<file path="config.mk">
export PLATFORM = sky130hd
export DESIGN_NAME = ones_comp_seq_div
export DESIGN_NICKNAME = d
export VERILOG_FILES = /design/src/rtl/ones_comp_seq_div.sv
export SDC_FILE = /design/constraint.sdc
export NUM_CORES = 1
export LEC_CHECK = 0
export CORE_UTILIZATION = 57
export DETAILED_ROUTE_END_ITERATION = 10
export MAX_ROUTING_LAYER = met4
export PLACE_DENSITY_LB_ADDON = 0.2
export REMOVE_ABC_BUFFERS = 1
export SETUP_SLACK_MARGIN = 0.1
export SLEW_MARGIN = 25
export SYNTH_ARGS = -nofsm -noshare
export SYNTH_HDL_FRONTEND = slang
export SYNTH_SLANG_ARGS = --single-unit
</file>
<file path="constraint.sdc">
create_clock -name clk -period 6.15 [get_ports clk]
set_input_delay 1.23 -clock clk [delete_from_list [all_inputs] [get_ports clk]]
set_output_delay 1.23 -clock clk [all_outputs]
set_load 0.05 [all_outputs]
</file>
<file path="src/rtl/ones_comp_seq_div.sv">
// One's-complement sequential divider: 30-bit double-word dividend by a 15-bit
// divisor. Restoring algorithm producing one quotient bit per clock, with a
// start/busy/done handshake. Quotient and remainder are 15-bit 1's-comp words.
module ones_comp_seq_div (
  input  logic        clk,
  input  logic        rst,
  input  logic        start,
  input  logic [29:0] numer,
  input  logic [14:0] denom,
  output logic        busy,
  output logic        done,
  output logic [14:0] quot,
  output logic [14:0] remain,
  output logic        div_error
);

  localparam int unsigned NUM_BIT   = 15;
  localparam int unsigned MAG_BIT   = NUM_BIT - 1;
  localparam int unsigned CNT_W     = 4;
  localparam int unsigned LAST_ITER = MAG_BIT - 1;

  localparam logic [NUM_BIT-1:0] QUOT_ERR_NEG = 15'o40000;
  localparam logic [NUM_BIT-1:0] QUOT_ERR_POS = 15'o37777;

  typedef enum logic [1:0] {
    IDLE  = 2'd0,
    CHECK = 2'd1,
    ITER  = 2'd2,
    DONE  = 2'd3
  } state_t;

  state_t               state_q, state_d;
  logic [NUM_BIT-1:0]   hi_q, hi_d;
  logic [NUM_BIT-1:0]   lo_q, lo_d;
  logic [NUM_BIT-1:0]   den_q, den_d;
  logic [MAG_BIT-1:0]   dmag_q, dmag_d;
  logic [MAG_BIT-1:0]   rem_q, rem_d;
  logic [MAG_BIT-1:0]   shf_q, shf_d;
  logic [MAG_BIT-1:0]   qb_q, qb_d;
  logic [CNT_W-1:0]     cnt_q, cnt_d;
  logic                 sq_q, sq_d;
  logic                 sn_q, sn_d;
  logic                 busy_q, busy_d;
  logic                 done_q, done_d;
  logic [NUM_BIT-1:0]   quot_q, quot_d;
  logic [NUM_BIT-1:0]   remain_q, remain_d;
  logic                 err_q, err_d;

  logic [MAG_BIT-1:0]   hi_mag_c, lo_mag_c, den_mag_c;
  logic                 sn_c, sq_c, check_err_c;
  logic [MAG_BIT:0]     r_shift_c;
  logic                 ge_c;
  logic [MAG_BIT-1:0]   r_next_c;
  logic [MAG_BIT-1:0]   q_next_c;

  // Sign/magnitude form of a 1's-comp word: negative words are bit-inverted.
  function automatic logic [NUM_BIT-1:0] enc(input logic s, input logic [MAG_BIT-1:0] m);
    return {s, s ? ~m : m};
  endfunction

  // Operand magnitudes, result signs and error detection from the latched operands.
  always_comb begin
    hi_mag_c    = hi_q[MAG_BIT]  ? ~hi_q[MAG_BIT-1:0]  : hi_q[MAG_BIT-1:0];
    lo_mag_c    = lo_q[MAG_BIT]  ? ~lo_q[MAG_BIT-1:0]  : lo_q[MAG_BIT-1:0];
    den_mag_c   = den_q[MAG_BIT] ? ~den_q[MAG_BIT-1:0] : den_q[MAG_BIT-1:0];
    sn_c        = (hi_mag_c != '0) ? hi_q[MAG_BIT] :
                  (lo_mag_c != '0) ? lo_q[MAG_BIT] : 1'b0;
    sq_c        = sn_c ^ den_q[MAG_BIT];
    check_err_c = (den_mag_c == '0) ||
                  (hi_mag_c >= den_mag_c) ||
                  ((hi_mag_c != '0) && (lo_mag_c != '0) && (hi_q[MAG_BIT] != lo_q[MAG_BIT]));
  end

  // One restoring-division step: shift in the next dividend bit, subtract if it fits.
  always_comb begin
    r_shift_c = {rem_q, shf_q[MAG_BIT-1]};
    ge_c      = (r_shift_c >= {1'b0, dmag_q});
    r_next_c  = ge_c ? MAG_BIT'(r_shift_c - {1'b0, dmag_q}) : r_shift_c[MAG_BIT-1:0];
    q_next_c  = {qb_q[MAG_BIT-2:0], ge_c};
  end

  // Next-state and datapath/output updates.
  always_comb begin
    state_d  = state_q;
    hi_d     = hi_q;
    lo_d     = lo_q;
    den_d    = den_q;
    dmag_d   = dmag_q;
    rem_d    = rem_q;
    shf_d    = shf_q;
    qb_d     = qb_q;
    cnt_d    = cnt_q;
    sq_d     = sq_q;
    sn_d     = sn_q;
    busy_d   = busy_q;
    done_d   = 1'b0;
    quot_d   = quot_q;
    remain_d = remain_q;
    err_d    = err_q;

    case (state_q)
      IDLE: begin
        busy_d = 1'b0;
        if (start) begin
          hi_d    = numer[2*NUM_BIT-1:NUM_BIT];
          lo_d    = numer[NUM_BIT-1:0];
          den_d   = denom;
          err_d   = 1'b0;
          busy_d  = 1'b1;
          state_d = CHECK;
        end
      end
      CHECK: begin
        sq_d   = sq_c;
        sn_d   = sn_c;
        dmag_d = den_mag_c;
        if (check_err_c) begin
          quot_d   = sq_c ? QUOT_ERR_NEG : QUOT_ERR_POS;
          remain_d = '0;
          err_d    = 1'b1;
          done_d   = 1'b1;
          state_d  = DONE;
        end else begin
          rem_d   = hi_mag_c;
          shf_d   = lo_mag_c;
          qb_d    = '0;
          cnt_d   = '0;
          state_d = ITER;
        end
      end
      ITER: begin
        rem_d = r_next_c;
        shf_d = {shf_q[MAG_BIT-2:0], 1'b0};
        qb_d  = q_next_c;
        cnt_d = CNT_W'(cnt_q + 1'b1);
        if (cnt_q == CNT_W'(LAST_ITER)) begin
          quot_d   = enc(sq_q, q_next_c);
          remain_d = enc(sn_q, r_next_c);
          done_d   = 1'b1;
          state_d  = DONE;
        end
      end
      DONE: begin
        busy_d  = 1'b0;
        state_d = IDLE;
      end
      default: begin
        busy_d  = 1'b0;
        state_d = IDLE;
      end
    endcase
  end

  // State and datapath registers; reset abandons any divide in flight.
  always_ff @(posedge clk or posedge rst) begin
    if (rst) begin
      state_q  <= IDLE;
      hi_q     <= '0;
      lo_q     <= '0;
      den_q    <= '0;
      dmag_q   <= '0;
      rem_q    <= '0;
      shf_q    <= '0;
      qb_q     <= '0;
      cnt_q    <= '0;
      sq_q     <= 1'b0;
      sn_q     <= 1'b0;
      busy_q   <= 1'b0;
      done_q   <= 1'b0;
      quot_q   <= '0;
      remain_q <= '0;
      err_q    <= 1'b0;
    end else begin
      state_q  <= state_d;
      hi_q     <= hi_d;
      lo_q     <= lo_d;
      den_q    <= den_d;
      dmag_q   <= dmag_d;
      rem_q    <= rem_d;
      shf_q    <= shf_d;
      qb_q     <= qb_d;
      cnt_q    <= cnt_d;
      sq_q     <= sq_d;
      sn_q     <= sn_d;
      busy_q   <= busy_d;
      done_q   <= done_d;
      quot_q   <= quot_d;
      remain_q <= remain_d;
      err_q    <= err_d;
    end
  end

  assign busy      = busy_q;
  assign done      = done_q;
  assign quot      = quot_q;
  assign remain    = remain_q;
  assign div_error = err_q;

endmodule

</file>
==> flow_summary.toml <==
[status]
run_status = "finished, final reports clean"

[place]
dp_hpwl_um = 11700
place_congestion = 0.936
numPortBuffers = 80

[synth]
yosys.cell_types.count = 56
yosys_warnings = 0
synth_ff_type = "dfrtp_1"
netlist_area_um2 = 7770
ys_async_sr_fraction_pct = 100
syn_inst = 751
ys_ff_latch = 141
synth-edff-count = 0
syn_area_per_cell_um2 = 10.4
seq_area_frac_synth_pct = 45.4

[sta]
rsz0062_at_grt = "false"
clock-skew-final_ns = 0.00799
timing.slew.headroom_pct = 34.2
fmax_ghz = 0.250
min_period_ns = 4.00
setup_viol = 0
slew_viol_final = 0
finalSetupTns_ns = 0
hold_viol = 0
finalCritPeriodShare_pct = 65.0
whs_ns = 0.477
worstMarginPinSlew_ns = 0.988

[min_path]
hold_start = "quot[12]"
hold_class = "register to register"

[layout]
final_common_cell = "dfrtp_1"
fin_nets = 896
antenna_cells = 0
syn2layout_area_growth_pct = 19.5
layout_common_cells = "141 x dfrtp_1, 80 x clkdlybuf4s50_1, 65 x xnor2_1"
fillers = 976
drive_gt1_share_pct = 11.0

[route]
num_vias = 5800
dr.pass1.iters = 5
routedWlPerCell_um = 16.7
antenna_left = 0
drt_iter0_drc = 414
via_per_inst = 5.79
drc = 0
finalWirelength_um = 16700

[clock_network]
cts_setup_buffers = 0
cts_tree = "done"
clk_latency_ns = 0.42
hold_buffers = 0
clkSinkCount = 141
clockRootBuffer = "clkbuf_16"
path_clk_slew_ns = 0.06
h-tree-depth = 4
cts_resized = 0
cts_buffers = 17
cts_buffer_depth = 2

[setup_path]
crit_type = "register to register"
end_kind = "register"
worstReg2RegStart = "den_q[14]"
cp-start-kind = "register"
critPathLaunch = "den_q[14]"
crit_required_ns = 6.42
worstPathArrival_ns = 4.27
worstPathMaxFanout = 38

[global_route]
grt_pass1_wl_um = 28800
overflow = 0
grt_pass1_vias = 5785
antenna_found_initial = 0
grt_max_degree = 103
track_usage_pct = 26.4

[floorplanning]
initial_core_util_pct = 58.5
fp.dieH_um = 119
io-pin-count = 81
row_count = 42
core_um2 = 13300
fp.dieW_um = 119
fp.dieArea_um2 = 14100

[run]
maxCapViolations = 0
per-stage QoR:
step | area, um2 | std cells | worst slack, ns | util [%]
floorplan | 7580 | 707 | 1.14 | -
global placement | 8670 | 969 | 1.88 | 65.2
detailed placement | 8680 | 970 | 2.15 | 65.3
CTS | 9280 | 1002 | 2.13 | 69.8
global route | 9290 | 1002 | 1.84 | 69.9
finish | 9290 | 1002 | 2.15 | 69.9
critical path, cell delays in order, from the launching register on:
cell      delay [ns]
dfrtp_1         0.97
xnor2_1         0.22
ha_1            0.38
a21oi_1         0.14
nand2_1         0.07
a211oi_1        0.30
nor4_1          0.15
nor4_4          0.53
a211o_2         0.66
buf_4           0.26
a21o_1          0.09
o21ai_1         0.06
area by class of cell:
type | count | area [um2] | share of cell area, %
Timing Repair Buffer | 87 | 861 | 9.27
Inverter | 27 | 106 | 1.15
Multi-Input combinational cell | 539 | 3980 | 42.9
Tap cell | 176 | 220 | 2.37
Clock buffer | 27 | 513 | 5.52
Clock inverter | 5 | 78.8 | 0.849
Sequential cell | 141 | 3530 | 38.0
path summary, 6_finish.rpt:
check,end,cells past startpoint,slack [ns]
setup reg to reg,quot[7],11,2.15
hold reg to reg,quot[12],2,0.48
hold / removal,quot[12],2,0.48
setup / recovery,quot[7],11,2.15
min in group asynchronous,state_q[1],2,1.38
max in group asynchronous,dmag_q[2],3,3.68
metal layers:
metal	GRT usage, %	wire, um	up-vias
met5	-	0	-
met2	38.6	7660	166
met1	36.8	8090	2818
li1	-	-	2794
met4	7.91	268	0
met3	5.89	698	22
state kept, by name, summed over array words and instances, names as in the netlist:
| signal | cells |
|---|---|
| lo_q | 15 |
| quot | 15 |
| state_q | 2 |
| den_q | 15 |
| sq_q | 1 |
| sn_q | 1 |
| rem_q | 14 |
| done | 1 |
| shf_q | 14 |
| busy | 1 |
| hi_q | 15 |
| qb_q | 13 |
| dmag_q | 14 |
| div_error | 1 |
| remain | 15 |
| cnt_q | 4 |
logic make-up (layout without fill, tap and decap cells):
kind of cell	Yosys count	after routing	share of synthesized area [%]
AO/OA/AOI/OAI	184	184	15.7
AND/OR/NAND/NOR	165	165	9.93
flip-flops	141	141	45.4
XOR/XNOR	83	83	9.35
multiplexers	72	72	10.1
buffers and inverters	71	146	3.77
adder cells (fa/ha/maj)	35	35	5.73
Yosys cell counts, drive strengths merged (7+ instances only):
library cell	n	area, um2
a21oi	47	235
mux2	49	552
o21ai	39	199
xnor2	65	569
nand2	51	191
clkbuf	23	86.3
buf	21	105
a211oi	15	113
nor3	9	45.0
mux2i	23	234
nor2	56	210
nand3	7	35.0
nand4	14	87.6
ha	34	425
nor4	7	58.8
a22o	29	254
dfrtp	141	3530
inv	27	101
a21o	30	225
xor2	18	158
Power is not shown: default switching activity piles up to over one toggle a cycle in this logic, so the estimate is an artifact.
